<file path="config.mk">
export PLATFORM = sky130hd
export DESIGN_NAME = fc_bias_sequencer
export DESIGN_NICKNAME = d
export VERILOG_FILES = /design/src/rtl/fc_bias_sequencer.sv
export SDC_FILE = /design/constraint.sdc
export NUM_CORES = 1
export LEC_CHECK = 0
export ABC_AREA = 1
export ABC_CLOCK_PERIOD_IN_PS = 8750
export CAP_MARGIN = 10
export CELL_PAD_IN_SITES_DETAIL_PLACEMENT = 1
export CELL_PAD_IN_SITES_GLOBAL_PLACEMENT = 1
export CORE_UTILIZATION = 40
export CTS_CLUSTER_SIZE = 16
export DETAILED_ROUTE_END_ITERATION = 10
export GPL_TIMING_DRIVEN = 0
export PLACE_DENSITY = 0.92
export SYNTH_ARGS = -nofsm -noshare
export SYNTH_HDL_FRONTEND = slang
export SYNTH_SLANG_ARGS = --single-unit
</file>
<file path="constraint.sdc">
create_clock -name clk -period 8.75 [get_ports clk]
set_input_delay 2.625 -clock clk [delete_from_list [all_inputs] [get_ports clk]]
set_output_delay 2.625 -clock clk [all_outputs]
set_load 0.05 [all_outputs]
</file>
<file path="src/rtl/fc_bias_sequencer.sv">
`default_nettype none
// +--------------------------------------------------------------------------+
// | fc_bias_sequencer: adds a per-neuron bias with signed saturation to an    |
// | FC-layer accumulator stream. Optional ReLU: FC_BIAS_RELU_EN.              |
// | Revision: 1.0                                                             |
// +--------------------------------------------------------------------------+
module fc_bias_sequencer #(
  parameter int NUM_NEURONS = 10,
  parameter int BIAS_WIDTH  = 32,
  parameter int ACC_WIDTH   = 32,
  parameter int DATA_WIDTH  = NUM_NEURONS * BIAS_WIDTH,
  parameter int IDX_WIDTH   = $clog2(NUM_NEURONS)
) (
  input  logic                  clk,
  input  logic                  rst_n,
  input  logic [DATA_WIDTH-1:0] bias_data,
  input  logic                  start,
  output logic                  busy,
  output logic                  done,
  input  logic                  acc_valid,
  output logic                  acc_ready,
  input  logic [ACC_WIDTH-1:0]  acc_data,
  output logic                  out_valid,
  input  logic                  out_ready,
  output logic [ACC_WIDTH-1:0]  out_data,
  output logic [IDX_WIDTH-1:0]  out_idx,
  output logic                  out_last
);

  localparam logic [IDX_WIDTH-1:0] c_last_idx = IDX_WIDTH'(NUM_NEURONS - 1);
  localparam logic [ACC_WIDTH-1:0] c_sat_max  = {1'b0, {(ACC_WIDTH-1){1'b1}}};
  localparam logic [ACC_WIDTH-1:0] c_sat_min  = {1'b1, {(ACC_WIDTH-1){1'b0}}};

  typedef enum logic [1:0] {
    ST_IDLE = 2'd0,
    ST_RUN  = 2'd1,
    ST_DONE = 2'd2
  } state_t;

  state_t r_state;
  state_t w_state_next;

  logic [DATA_WIDTH-1:0] r_bias;
  logic [IDX_WIDTH-1:0]  r_idx;
  logic                  r_last_taken;
  logic                  r_out_valid;
  logic [ACC_WIDTH-1:0]  r_out_data;
  logic [IDX_WIDTH-1:0]  r_out_idx;
  logic                  r_out_last;

  logic                  w_busy;
  logic                  w_done;
  logic                  w_acc_ready;
  logic                  w_load;
  logic                  w_acc_xfer;
  logic                  w_out_xfer;

  logic [BIAS_WIDTH-1:0]        w_bias_arr [NUM_NEURONS];
  logic signed [BIAS_WIDTH-1:0] w_bias_s;
  logic signed [ACC_WIDTH:0]    w_sum;
  logic [ACC_WIDTH-1:0]         w_sat;
  logic [ACC_WIDTH-1:0]         w_result;

  for (genvar gi = 0; gi < NUM_NEURONS; gi++) begin : g_bias_unpack
    assign w_bias_arr[gi] = r_bias[gi*BIAS_WIDTH +: BIAS_WIDTH];
  end

  // One guard bit is enough to detect overflow of a two-operand signed add.
  assign w_bias_s = w_bias_arr[r_idx];
  assign w_sum    = $signed({acc_data[ACC_WIDTH-1], acc_data}) + (ACC_WIDTH+1)'(w_bias_s);

  always_comb begin
    w_sat = w_sum[ACC_WIDTH-1:0];
    if (w_sum[ACC_WIDTH] != w_sum[ACC_WIDTH-1]) begin
      w_sat = w_sum[ACC_WIDTH] ? c_sat_min : c_sat_max;
    end
  end

`ifdef FC_BIAS_RELU_EN
  assign w_result = w_sat[ACC_WIDTH-1] ? '0 : w_sat;
`else
  assign w_result = w_sat;
`endif

  always_ff @(posedge clk or negedge rst_n) begin
    if (!rst_n) begin
      r_state <= ST_IDLE;
    end else begin
      r_state <= w_state_next;
    end
  end

  always_comb begin
    w_state_next = r_state;
    w_busy       = 1'b0;
    w_done       = 1'b0;
    w_acc_ready  = 1'b0;
    w_load       = 1'b0;
    case (r_state)
      ST_IDLE: begin
        if (start) begin
          w_load       = 1'b1;
          w_state_next = ST_RUN;
        end
      end
      ST_RUN: begin
        w_busy      = 1'b1;
        w_acc_ready = !r_last_taken && (!r_out_valid || out_ready);
        if (r_out_valid && out_ready && r_out_last) begin
          w_state_next = ST_DONE;
        end
      end
      ST_DONE: begin
        w_busy       = 1'b1;
        w_done       = 1'b1;
        w_state_next = ST_IDLE;
      end
      default: w_state_next = ST_IDLE;
    endcase
  end

  assign w_acc_xfer = acc_valid && w_acc_ready;
  assign w_out_xfer = r_out_valid && out_ready;

  always_ff @(posedge clk or negedge rst_n) begin
    if (!rst_n) begin
      r_bias       <= '0;
      r_idx        <= '0;
      r_last_taken <= 1'b0;
      r_out_valid  <= 1'b0;
      r_out_data   <= '0;
      r_out_idx    <= '0;
      r_out_last   <= 1'b0;
    end else begin
      if (w_load) begin
        r_bias       <= bias_data;
        r_idx        <= '0;
        r_last_taken <= 1'b0;
      end
      // A reload in the same cycle as an output transfer keeps out_valid high.
      if (w_acc_xfer) begin
        r_out_valid <= 1'b1;
        r_out_data  <= w_result;
        r_out_idx   <= r_idx;
        r_out_last  <= (r_idx == c_last_idx);
        if (r_idx == c_last_idx) begin
          r_last_taken <= 1'b1;
        end else begin
          r_idx <= r_idx + 1'b1;
        end
      end else if (w_out_xfer) begin
        r_out_valid <= 1'b0;
      end
    end
  end

  assign busy      = w_busy;
  assign done      = w_done;
  assign acc_ready = w_acc_ready;
  assign out_valid = r_out_valid;
  assign out_data  = r_out_data;
  assign out_idx   = r_out_idx;
  assign out_last  = r_out_last;

endmodule
`default_nettype wire

</file>
; ---- After elaboration in Yosys (flattened, before gate mapping)
; Cells that the tools add are included.
[totals]
register_bits = 365
elab_cells = 50
in_bits = 357
out_inout_bits = 41
[op_classes]
bitwise = 1
eq_ne = 6
reduce_logical = 11
muxes = 21
n_addsub = 2
order_cmp = 1
[op_table]
columns = operator, n
row1 = $bmux W32 S4, 1
row2 = $mux W32, 4
row3 = $add A32 B32 Y33, 1
row4 = $mux W4, 3
row5 = $mux W1, 10
row6 = $ge A5 B5 Y1 const B, 1
row7 = $not A4 Y5, 1
row8 = $add A4 B1 Y4 const B, 1
row9 = $eq A4 B4 Y1 const B, 1
row10 = $logic_and A1 B1 Y1, 4
row11 = $mux W2, 2
row12 = $ne A2 B2 Y1 const B, 2
row13 = $pmux W2 S2, 1
row14 = $eq A2 B1 Y1 const B, 1
row15 = $eq A2 B2 Y1 const B, 1
row16 = $logic_not A1 Y1, 2
row17 = $logic_not A2 Y1, 1
row18 = $reduce_and A2 Y1, 1
row19 = $reduce_bool A2 Y1, 1
row20 = $reduce_or A2 Y1, 1
row21 = $logic_or A1 B1 Y1, 1
row22 = $ne A1 B1 Y1, 1

; ---- Depth between registers and ports, before layout
; Gate-level depths: netlist of the first run.
[logic_depth]
depth_word = 7
mapped_depth = 24
depth_no_buf = 22

; ---- Least setup slack after synthesis of the first run
; OpenSTA, ideal clock, no wires.
[synth_path]
kind = input to output
startpoint = input out_ready
endpoint = output acc_ready
n_path_buf = 0
cell_stages = 2
slack_ns = 2.755
t_arrival_ns = 3.370
path_cell_list = o21ai_0 > nor2_1
[synth_between]
elab_chain_cells = 3
[synth_lines]
columns = item, line
row1 = start: declaration, 24  ; input logic out_ready,
row2 = $logic_or A1 B1 Y1, 108  ; w_acc_ready = !r_last_taken && (!r_out_valid || out_ready);
row3 = $logic_and A1 B1 Y1, 108
row4 = $mux W1, 99  ; case (r_state)
row5 = end: declaration, 21  ; output logic acc_ready,
; Every way passes these cells.

; ---- Final worst setup path of the first run
; Same ends and word-level chain as after synthesis.

==> results.yml, run 1 <==
setup_path:
  slowest_stage: "clkdlybuf4s50_1"
  worstPathCellList: "clkdlybuf4s50_1 -> o21ai_0 -> nor2_1 -> clkdlybuf4s50_1"
  cp.arrival_ns: 4.20
  max_stage_delay_ns: 0.82
  crit_required_ns: 6.12
  worstSetupPathType: "input pin to output pin"
  cpMostUsedCell: "clkdlybuf4s50_1"
  crit_fanout: 3
  crit_path_end_kind: "output pin"
  startpoint_type: "input pin"
  rr_startpoint: "r_idx[0]"
  startpoint: "out_ready"
floorplan:
  rows: 78
  io_pins: 398
  core_mm2: 0.04577
  start_util_pct: 40.94
  die-area_mm2: 0.04771
  die_y_um: 218.4
  die_x_um: 218.4
synth:
  async_flop_share_pct: 100.0
  synthCells: 2481
  syn_area_per_cell_um2: 7.552
  syn_nets: 2878
  synthFlopType: "dfrtp_1"
  synth_warnings: 0
  synth_edf_count: 0
  ys_ff_latch: 365
  ys_seq_area_share_pct: 48.75
  syn-cell-area_mm2: 0.01874
  yosys.cell_types.count: 39
clock_network:
  clk_pin_slew_worst_paths_ns: 0.06
  cts_inserted_buffers: 41
  cts_tree: "built"
  htree_levels: 2
  cts_setup_buffers: 0
  cts_max_path_buffers: 3
  hold_buffers: 0
  clk_latency_ns: 0.60
  cts_root_buf: "clkbuf_16"
  clock-sinks: 365
  ctsResizeCount: 0
route:
  remaining_drc_errors: 0
  viasPerCell: 5.587
  ant_nets: 0
  dr.pass1.iters: 5
  wl_mm: 84.52
  routedWlPerCell_um: 23.80
  num_vias: 19840
  drt_iter0_markers: 1628
timing:
  final-hold-violation-count: 0
  fin_setup_tns_ns: 0
  fin_crit_ns: 6.823
  min_period_over_period_pct: 77.97
  finalClockSkew_ns: 0.02218
  drv_slew: 0
  worst_pin_slew_ns: 0.9511
  rsz0062_at_grt: "false"
  max-slew-margin-rel_pct: 36.60
  setup_ws_ns: 1.927
  setup_violations: 0
  fin_hold_ws_ns: 0.4775
  clock.fmax_ghz: 0.1466
place:
  gp_congestion: 0.9798
  portBuffers: 397
  hpwl_mm: 64.81
  dp.cells: 3481
  post-place-ws_ns: 1.926
global_route:
  grt_max_degree: 124
  antenna_found_initial: 4
  grt_pass1_vias: 21270
  grtUsageTotal_pct: 35.48
  grt_pass1_wl_mm: 126.6
  overflow: 0
final_layout:
  drive_above_1_share_pct: 4.880
  diodes: 0
  fill_cells: 5596
  nNetsFinal: 3321
  fin_cells: 3551
  area_growth_pct: 32.94
min_path:
  hold_class: "register to register"
  holdCritStartpoint: "r_bias[130]"
power:
  irDropWorstVdd_mv: 0.2478
  p_leak_nw: 12.18
  p_per_area_mw_per_mm2: 432.4
  finalPower_w: 0.01077
job:
  drv_cap: 0
status:
  status: "completed"
-- cell type report --
type | count | area, um^2 | share of cell area, %
sequential | 365 | 9134 | 36.67
multi-input combinational | 1898 | 8746 | 35.11
timing repair buffer | 400 | 4061 | 16.31
clock buffer | 56 | 1172 | 4.707
tap | 600 | 750.7 | 3.014
buffer | 142 | 571.8 | 2.296
inverter | 76 | 285.3 | 1.145
clock inverter | 14 | 187.7 | 0.7535
-- synth_stat cells, types with 3 or more instances --
master    count  area, um^2
ha_1         39       488.0
nand3b_1      7       52.55
buf_1         8       30.03
o22ai_1      14       87.58
nand2_1    1193        4478
nor3_1        9       45.04
buf_6         3       33.78
clkbuf_1    124       465.5
nand2_2       7       43.79
o211ai_1     18       135.1
buf_4         3       22.52
xnor2_1       8       70.07
a21o_1        3       22.52
a21oi_1      56       280.3
a21boi_1     26       195.2
nor2_1      181       679.4
o21a_1        3       22.52
inv_1        68       255.2
o221ai_1     50       437.9
or2_2        32       200.2
xor2_1       13       113.9
dfrtp_1     365        9134
nand3_1      26       130.1
buf_2         4       20.02
o21bai_1      8       60.06
inv_2         8       30.03
a31o_2       17       148.9
mux2i_1      14       140.1
o21ai_0     162       810.8
-- stage by stage --
step	area [um^2]	utilization, %
5_1_grt	24910	54.42
6_report	24910	54.42
3_5_place_dp	23550	51.45
2_1_floorplan	18740	-
3_3_place_gp	23460	51.26
4_1_cts	24910	54.42
-- registers in the layout, summed over array words and instances (netlist names) --
name          cells
out_last          1
out_idx           4
out_valid         1
r_idx             4
r_last_taken      1
out_data         32
r_state           2
r_bias          320
-- layout by cell type, fill, tap and decap left out, types with 32 or more instances in the layout --
master,Yosys,final
nand2_1,1193,1193
clkdlybuf4s50_1,0,396
dfrtp_1,365,365
nor2_1,181,181
o21ai_0,162,162
clkbuf_1,124,130
inv_1,68,68
a21oi_1,56,56
o221ai_1,50,50
clkbuf_16,0,41
ha_1,39,39
or2_2,32,32
-- power breakdown --
part           internal (W)  switching [W]  total [W]
combinational       0.00194        0.00401    0.00595
sequential          0.00249       0.000534    0.00302
clock               0.00103       0.000767    0.00180
-- routing by layer --
layer	routed length, um	vias to the layer above	GRT usage, %
li1	-	8815	-
met1	33910	9918	44.32
met2	40610	880	59.74
met3	5479	222	5.344
met4	4476	6	17.48
met5	42	-	0
-- final timing paths --
kind	end	slack (ns)	cells after the start
setup / recovery	acc_ready	1.93	4
hold / removal	r_bias[130]	0.48	2
setup reg to reg	out_data[15]	3.92	22
hold reg to reg	r_bias[130]	0.48	2
max in group asynchronous	r_bias[92]	5.35	3
min in group asynchronous	r_bias[213]	1.97	1
-- cell families after synthesis --
logic type / count (synthesis) / synth area share [%]
AOI/OAI and AO/OA: 361 / 11.96
xor gates and xnor gates: 21 / 0.9817
adders and majority gates: 40 / 2.711
buffers and inverters: 218 / 4.574
DFF: 365 / 48.75
muxes: 14 / 0.7479
and+or+nand+nor: 1462 / 30.28
-- critical path: cells and delay by family --
kind | cells | cell delay, ns
compound gates | 1 | 0.11
simple gates | 1 | 0.14
buf+inv | 2 | 1.32
No activity file was read; power rests on OpenSTA's default activity.
==> run 2: changes to the inputs <==
ABC_CLOCK_PERIOD_IN_PS = 6000   (was 8750)
CORE_UTILIZATION = 34   (was 40)
PLACE_DENSITY = 0.84   (was 0.92)
clock period = 6 ns   (was 8.75 ns; I/O delays follow)
==> results.yml, run 2 (same netlist as run 1, synthesis figures left out) <==
clock_network:
  cts_inserted_buffers: 43
  hold_buffers: 0
  cts_tree: "built"
  cts_root_buf: "clkbuf_16"
  ctsResizeCount: 0
  clk_latency_ns: 0.58
  cts_setup_buffers: 0
  cts_max_path_buffers: 3
  clock-sinks: 365
  clk_pin_slew_worst_paths_ns: 0.06
  htree_levels: 2
power:
  irDropWorstVdd_mv: 0.2498
  sw_frac_of_total_pct: 48.85
  p_clk_share_pct: 16.9
  p_int_w: 0.008011
  p_leak_nw: 12.20
  p_per_area_mw_per_mm2: 624.7
  p_comb_share_pct: 55.3
  p_seq_share_pct: 27.9
  p_switching_w: 0.007649
timing:
  clock.fmax_ghz: 0.1936
  min_period_over_period_pct: 86.10
  max-slew-margin-rel_pct: 27.36
  fin_crit_ns: 5.166
  rsz0062_at_grt: "false"
  finalClockSkew_ns: 0.01666
  setup_violations: 0
  fin_setup_tns_ns: 0
  fin_hold_ws_ns: 0.4755
  worst_pin_slew_ns: 1.090
  setup_ws_ns: 0.8339
  drv_slew: 0
  final-hold-violation-count: 0
setup_path:
  cp_top_family: "buffers and inverters"
  max_stage_delay_ns: 0.82
  slowest_stage: "clkdlybuf4s50_1"
  path_depth: 4
  startpoint: "out_ready"
  rr_startpoint: "r_idx[1]"
  critPathBufInv: 2
  crit_fanout: 3
  startpoint_type: "input pin"
  reg2regPathDepth: 20
  crit_required_ns: 4.20
  crit_path_end_kind: "output pin"
  cpMostUsedCell: "clkdlybuf4s50_1"
  worstSetupPathType: "input pin to output pin"
  worstPathCellList: "clkdlybuf4s50_1 -> o21ai_0 -> nor2_1 -> clkdlybuf4s50_1"
  cp.arrival_ns: 3.37
min_path:
  min_delay_path_depth: 2
  holdCritStartpoint: "r_bias[42]"
  hold_class: "register to register"
route:
  dr.pass1.iters: 5
  routedWlPerCell_um: 23.10
  drt_iter0_markers: 1382
  remaining_drc_errors: 0
  wl_mm: 84.33
  num_vias: 19370
  ant_nets: 0
  viasPerCell: 5.305
final_layout:
  nNetsFinal: 3323
  largest_reg_flops: 320
  top_register: "r_bias"
  layout_common_cells: "nand2_1, clkdlybuf4s50_1, dfrtp_1"
  final_common_cell: "nand2_1"
  utilization_pct: 46.31
  drive_above_1_share_pct: 4.875
  area_growth_pct: 33.79
floorplan:
  rows: 85
  die_x_um: 236.8
  die_y_um: 236.8
  core_mm2: 0.05413
  io_pins: 398
  die-area_mm2: 0.05605
  start_util_pct: 34.61
place:
  post-place-ws_ns: 0.8302
  hpwl_mm: 66.20
  portBuffers: 397
  gp_congestion: 0.9128
global_route:
  grt_max_degree: 122
  overflow: 0
  grt_pass1_vias: 20790
  grtUsageTotal_pct: 30.38
  grt_pass1_wl_mm: 127.7
  antenna_found_initial: 4
status:
  status: "completed"
job:
  drv_cap: 0
## run 2: final timing paths
path,end,slack (ns)
setup / recovery,acc_ready,0.83
hold / removal,r_bias[42],0.48
setup reg to reg,out_data[25],1.08
hold reg to reg,r_bias[42],0.48
max in group asynchronous,r_bias[268],3.46
min in group asynchronous,r_bias[211],1.11
## run 2: per-stage QoR
stage                     std cells  area [um^2]  total power (W)
after global routing           3650        25070          0.01672
after CTS                      3650        25070          0.01560
after detailed placement       3577        23670          0.01284
final                          3651        25070          0.01566
after floorplan                2481        18740         0.009597
after global placement         3574        23580          0.01254
## run 2: power by group through the flow
stage | clock [W] | sequential, W | combinational (W)
floorplan | 0 | 0.00452 | 0.00508
global route | 0.00277 | 0.00446 | 0.00949
global placement | 0 | 0.00431 | 0.00823
finish | 0.00264 | 0.00436 | 0.00865
detailed placement | 0 | 0.00435 | 0.00849
CTS | 0.00268 | 0.00434 | 0.00859
## run 2: layer usage
metal / vias to the layer above / routed length [um] / track usage (%)
li1: 8812 / - / -
met1: 9648 / 35130 / 38.88
met2: 734 / 39840 / 50.61
met3: 171 / 5225 / 4.208
met4: 2 / 4122 / 14.56
met5: - / 13 / 0
## run 2: cell type report
| cell class | instances | area (um^2) |
|---|---|---|
| sequential | 365 | 9134 |
| fill | 6574 | 29070 |
| tap | 696 | 870.8 |
| clock buffer | 64 | 1275 |
| clock inverter | 9 | 121.4 |
| multi-input combinational | 1898 | 8746 |
| antenna | 1 | 2.502 |
| buffer | 142 | 571.8 |
| inverter | 76 | 285.3 |
| timing repair buffer | 400 | 4061 |
## run 2: worst register-to-register path, delay by kind of cell, from the launching register on
family	cells	cell delay, ns
compound gates	7	1.89
fa+ha+maj	1	0.42
buf+inv	4	1.29
flops	1	0.45
simple gates	8	0.79
==> RTL change 1: new RTL, config.mk and constraints of run 2 <==
Build with the macro `FC_BIAS_RELU_EN` defined.
--- a/src/rtl/fc_bias_sequencer.sv
+++ b/src/rtl/fc_bias_sequencer.sv
@@ -5,4 +5,6 @@
 // | Revision: 1.0                                                             |
 // +--------------------------------------------------------------------------+
+`define FC_BIAS_RELU_EN
+
 module fc_bias_sequencer #(
   parameter int NUM_NEURONS = 10,
Behaviour: not the same (a bounded check fails within 4 cycles, from zero or initial values and one cycle with rst_n low).
==> RTL change 1 against run 2 <==
Power increased by 1.8%; critical path depth unchanged; cell count rose by 5.9%; sequential cell count decreased by 1; setup slack improved by 3.6 ps; cell area increased by 2.0%; synthesized area grew 2.0%; hold slack improved by 5.6 ps; wire length is 1.9% higher; first-iteration DRC count shrank 8.5%; clock skew is 11 ps higher; highest routed layer is now met4.
==> RTL change 1: results <==
[setup_path]
arrival_ps = 3360
r2r.worst_path.cells = 20

[finish]
area.share.sequential_pct = 35.6
clockBufferCount = 57
area_of_the_multi_input_gates_mm2 = 0.00890
non_clock_buffer_area_share_pct = 18.2
layout-drive-gt1-share_pct = 3.66
layout.sequential_cells = 364
seqCellArea_mm2 = 0.00911
num_antenna_cells = 0
layout.comb_gates.multi_input = 2001
largest-register = "r_bias"
fin_nets = 3482
non_clock_buffer_count = 541
largest_reg_flops = 320
clockNetworkAreaShare_pct = 5.79
filler_cell_count = 6933
fin_cells = 3865
inverters_excl_clock = 135

[clock_network]
cts_setup_buffers = 0
path_clk_slew_ps = 60
cts.repair.resized = 0
clock_tree.buffer_depth = 3
worst_skew_pair.late_latency_ps = 600
cts_inserted_buffers = 42

[logic_synthesis]
synth.yosys.seq_area_share_pct = 47.7
synth-async-reset-ratio_pct = 100
area_fraction_in_compound_gates_after_synthesis_pct = 9.62
synth.lib_cells_used.distinct = 41
synthTopCellsByCount = "sky130_fd_sc_hd__nand2_1 (1371), sky130_fd_sc_hd__dfrtp_1 (364), sky130_fd_sc_hd__nor2_1 (186)"
synth_top_cells_by_area = "sky130_fd_sc_hd__dfrtp_1 (48%), sky130_fd_sc_hd__nand2_1 (27%), sky130_fd_sc_hd__o21ai_0 (4.0%), sky130_fd_sc_hd__nor2_1 (3.7%), sky130_fd_sc_hd__ha_1 (2.6%)"
yosys_warnings = 0
post_synth_xor_area_fraction_pct = 0.779
muxShareOfSynthArea_pct = 0.629
synth_nets = 3039
syn-mean-instance-area_um2 = 7.23
synth_fa_ha_area_share_pct = 2.66

[min_path]
hold_path_class = "reg -> reg"
min_delay_path_depth = 2

[run_status]
run_status = "finished, final reports clean"

[timing]
slew_headroom_pct = 24.8
timing.clock.skew_ps = 27.6

[floorplan]
fp.dieArea_mm2 = 0.0571

[placement]
dpl_worst_slack_ps = 830
gp_routability_congestion = 0.941
placed_cells_incl_taps = 3789
place_area_mm2 = 0.0241
port_buffers = 396
detailedPlacementHpwl_um = 67700

[pwr]
vdd.ir_drop.worst_v = 0.000275
p_leak_nw = 12.8

[global_route]
grt_pass1_wl_um = 127000
grt_max_degree = 125
grt_pass1_vias = 21200
grt_usage_pct = 30.1
antenna_violations_before_repair = 0

[drt]
drt-initial-drc-count = 1265
route.detailed.vias_per_inst = 5.17
routed_wl_um = 85900
[RTL change 1: cell count changes in the layout (fill, tap and decap cells not counted), sizes merged, moves of 9 or more]
cell / before / now
o221ai: 50 / 32
or2: 33 / 0
a21oi: 58 / 46
o21ai: 162 / 153
inv: 78 / 134
nand2: 1200 / 1380
a21boi: 26 / 0
o211ai: 18 / 32
clkbuf: 188 / 174
clkinv: 2 / 14
xor2: 13 / 1
[RTL change 1: worst register-to-register path, delay by kind of cell, from the launching register on]
family	cells	cell delay, ps
AO/OA/AOI/OAI	4	1250
buffers and inverters	3	1460
adder cells (fa/ha/maj)	2	700
flip-flops	1	440
AND/OR/NAND/NOR	11	1020
[RTL change 1: routing by layer]
| layer | track usage (%) | vias up | share of wire [%] |
|---|---|---|---|
| met5 | 0 | - | 0 |
| li1 | - | 9173 | - |
| met1 | 38.1 | 9891 | 42 |
| met2 | 50.7 | 724 | 48 |
| met3 | 4.16 | 179 | 5.2 |
| met4 | 14.0 | 0 | 4.8 |
[RTL change 1: worst paths after layout]
check | start | end | slack [ps]
min in group asynchronous | rst_n | out_data[5] | 1140
hold reg to reg | out_data[29] | out_data[29] | 480
max in group asynchronous | rst_n | r_bias[159] | 3470
setup reg to reg | r_idx[0] | out_data[28] | 1030
hold / removal | out_data[29] | out_data[29] | 480
setup / recovery | out_ready | acc_ready | 840
[RTL change 1: report_power, final]
part | internal, mW | total (mW) | switching (mW)
clock | 1.64 | 2.77 | 1.14
combinational | 2.81 | 8.84 | 6.03
sequential | 3.60 | 4.33 | 0.731
total | 8.05 | 15.9 | 7.90
==> RTL change 2: new RTL, config.mk and constraints of run 2 <==
Made on the original files. Re-encode `state_t` (3 states) as one-hot, 3 bits wide.
--- a/src/rtl/fc_bias_sequencer.sv
+++ b/src/rtl/fc_bias_sequencer.sv
@@ -32,8 +32,8 @@
   localparam logic [ACC_WIDTH-1:0] c_sat_min  = {1'b1, {(ACC_WIDTH-1){1'b0}}};
 
-  typedef enum logic [1:0] {
-    ST_IDLE = 2'd0,
-    ST_RUN  = 2'd1,
-    ST_DONE = 2'd2
+  typedef enum logic [2:0] {
+    ST_IDLE = 3'b001,
+    ST_RUN  = 3'b010,
+    ST_DONE = 3'b100
   } state_t;
 
Check against the original RTL: same outputs for any inputs over 4 cycles, from zero or initial values and one cycle with rst_n low; so few cycles prove little.
==> RTL change 2 against run 2 <==
Sequential share of layout area is 0.071 points lower; via count increased by 0.16%; setup slack got worse by 110 ps; synthesized area rose by 0.61%; fmax fell by 2.1%; synthesized cell count barely moved; cell area increased by 0.48%; critical endpoint unchanged; sequential cell count grew 1; power is 10% lower; sequential power is 0.9% higher; wire length down 0.56%; hold slack better by 3.6 ps; global-route usage decreased by 0.56 points.
==> RTL change 2: results <==
[run_status]
run_status = "finished, final reports clean"

[min_path]
hold_path_class = "reg -> reg"
hp-start = "r_bias[178]"

[global_route]
antenna_violations_before_repair = 1
grt_pass1_wl_um = 125000
grt_usage_pct = 29.8
grt_max_degree = 102
grt_pass1_vias = 20800

[drt]
drt-initial-drc-count = 1667
vias = 19400
ant_nets = 0
routed_wl_um = 83900

[clock_network]
cts.repair.resized = 0
path_clk_slew_ps = 60
cts_setup_buffers = 0
cts_root_buf = "sky130_fd_sc_hd__clkbuf_16"

[logic_synthesis]
synth.yosys.seq_area_share_pct = 48.6
synth.lib_cells_used.distinct = 41
yosys_warnings = 0
synth_top_cells_by_area = "sky130_fd_sc_hd__dfrtp_1 (48%), sky130_fd_sc_hd__nand2_1 (24%), sky130_fd_sc_hd__o21ai_0 (4.2%), sky130_fd_sc_hd__nor2_1 (3.6%), sky130_fd_sc_hd__clkbuf_1 (2.4%)"
synth_nets = 2872
top_ff_cell_synth = "sky130_fd_sc_hd__dfrtp_1"
synthTopCellsByCount = "sky130_fd_sc_hd__nand2_1 (1202), sky130_fd_sc_hd__dfrtp_1 (365), sky130_fd_sc_hd__nor2_1 (179)"

[placement]
gp_routability_congestion = 0.906
detailedPlacementHpwl_um = 65700
dpl_worst_slack_ps = 726

[timing]
tightest_slew_ps = 1190
timing.clock.skew_ps = 19.5
tcrit_tclk_final_pct = 88.0

[finish]
largest-register = "r_bias"
num_antenna_cells = 0
fin_nets = 3317
largest_reg_flops = 320
layout-drive-gt1-share_pct = 6.19

[setup_path]
arrival_ps = 3480
timing.critical_path.fanout_max = 3
cp-startpoint = "out_ready"

[pwr]
p_leak_nw = 12.2
vdd.ir_drop.worst_v = 0.000208
==> RTL change 2: changes by cell type after synthesis, moves of 4 or more <==
cell	run 2	this run
sky130_fd_sc_hd__a21boi_2	0	29
sky130_fd_sc_hd__nand2_2	7	12
sky130_fd_sc_hd__a21oi_1	56	47
sky130_fd_sc_hd__nand2_1	1193	1202
sky130_fd_sc_hd__inv_1	68	72
sky130_fd_sc_hd__inv_2	8	3
sky130_fd_sc_hd__ha_1	39	34
sky130_fd_sc_hd__a21boi_1	26	0
sky130_fd_sc_hd__nand3b_1	7	3
==> RTL change 2: layer usage <==
| layer | share of wire [%] | wire length, µm | GRT usage (%) | up-vias |
|---|---|---|---|---|
| li1 | - | - | - | 8804 |
| met5 | 0.016 | 13 | 0 | - |
| met3 | 5.8 | 4880 | 3.91 | 188 |
| met2 | 47 | 39700 | 49.7 | 744 |
| met1 | 42 | 35300 | 38.4 | 9660 |
| met4 | 4.8 | 4030 | 13.8 | 2 |
==> RTL change 2: through the flow <==
stage | instance area (µm²) | setup TNS [ps] | hold slack, ps | cells
global route | 25200 | 0 | 492 | 3697
floorplan | 18900 | 0 | 444 | 2480
finish | 25200 | 0 | 479 | 3697
global placement | 23700 | -4631340 | 457 | 3616
CTS | 25200 | 0 | 478 | 3697
detailed placement | 23800 | 0 | 460 | 3619
==> RTL change 2: cell families (layout without fill, tap and decap cells) <==
group | count (synthesis) | in the layout | synth area share (%)
AOI/OAI and AO/OA | 353 | 353 | 12.3
xor gates and xnor gates | 21 | 21 | 0.976
adders and majority gates | 35 | 35 | 2.36
buffers and inverters | 217 | 695 | 4.57
DFF | 366 | 366 | 48.6
muxes | 15 | 15 | 0.796
and+or+nand+nor | 1473 | 1473 | 30.4
==> RTL change 2: worst paths after layout <==
kind | end | cells after the start
max | acc_ready | 4
min | r_bias[178] | 2
max reg2reg | out_data[29] | 21
min reg2reg | r_bias[178] | 2
max in group asynchronous | r_bias[144] | 3
min in group asynchronous | r_bias[114] | 1
==> RTL change 2: critical path, cell delays in order <==
cell	delay, ps
sky130_fd_sc_hd__clkdlybuf4s50_1	510
sky130_fd_sc_hd__o21ai_1	80
sky130_fd_sc_hd__nor2_1	220
sky130_fd_sc_hd__clkdlybuf4s50_1	870
==> RTL change 2: power by group <==
group	internal, mW	total [mW]	switching (mW)	leakage [nW]
combinational	2.37	7.10	4.73	7.07
clock	1.47	2.58	1.11	0.658
sequential	3.65	4.40	0.746	4.50
total	7.50	14.1	6.58	12.2
==> RTL change 2: cell type report <==
type | count | area (µm²)
sequential | 366 | 9160
multi-input combinational | 1897 | 8830
inverter | 75 | 282
buffer | 142 | 581
fill | 6625 | 29200
tap | 739 | 925
clock buffer | 58 | 1180
timing repair buffer | 400 | 4060
clock inverter | 20 | 170
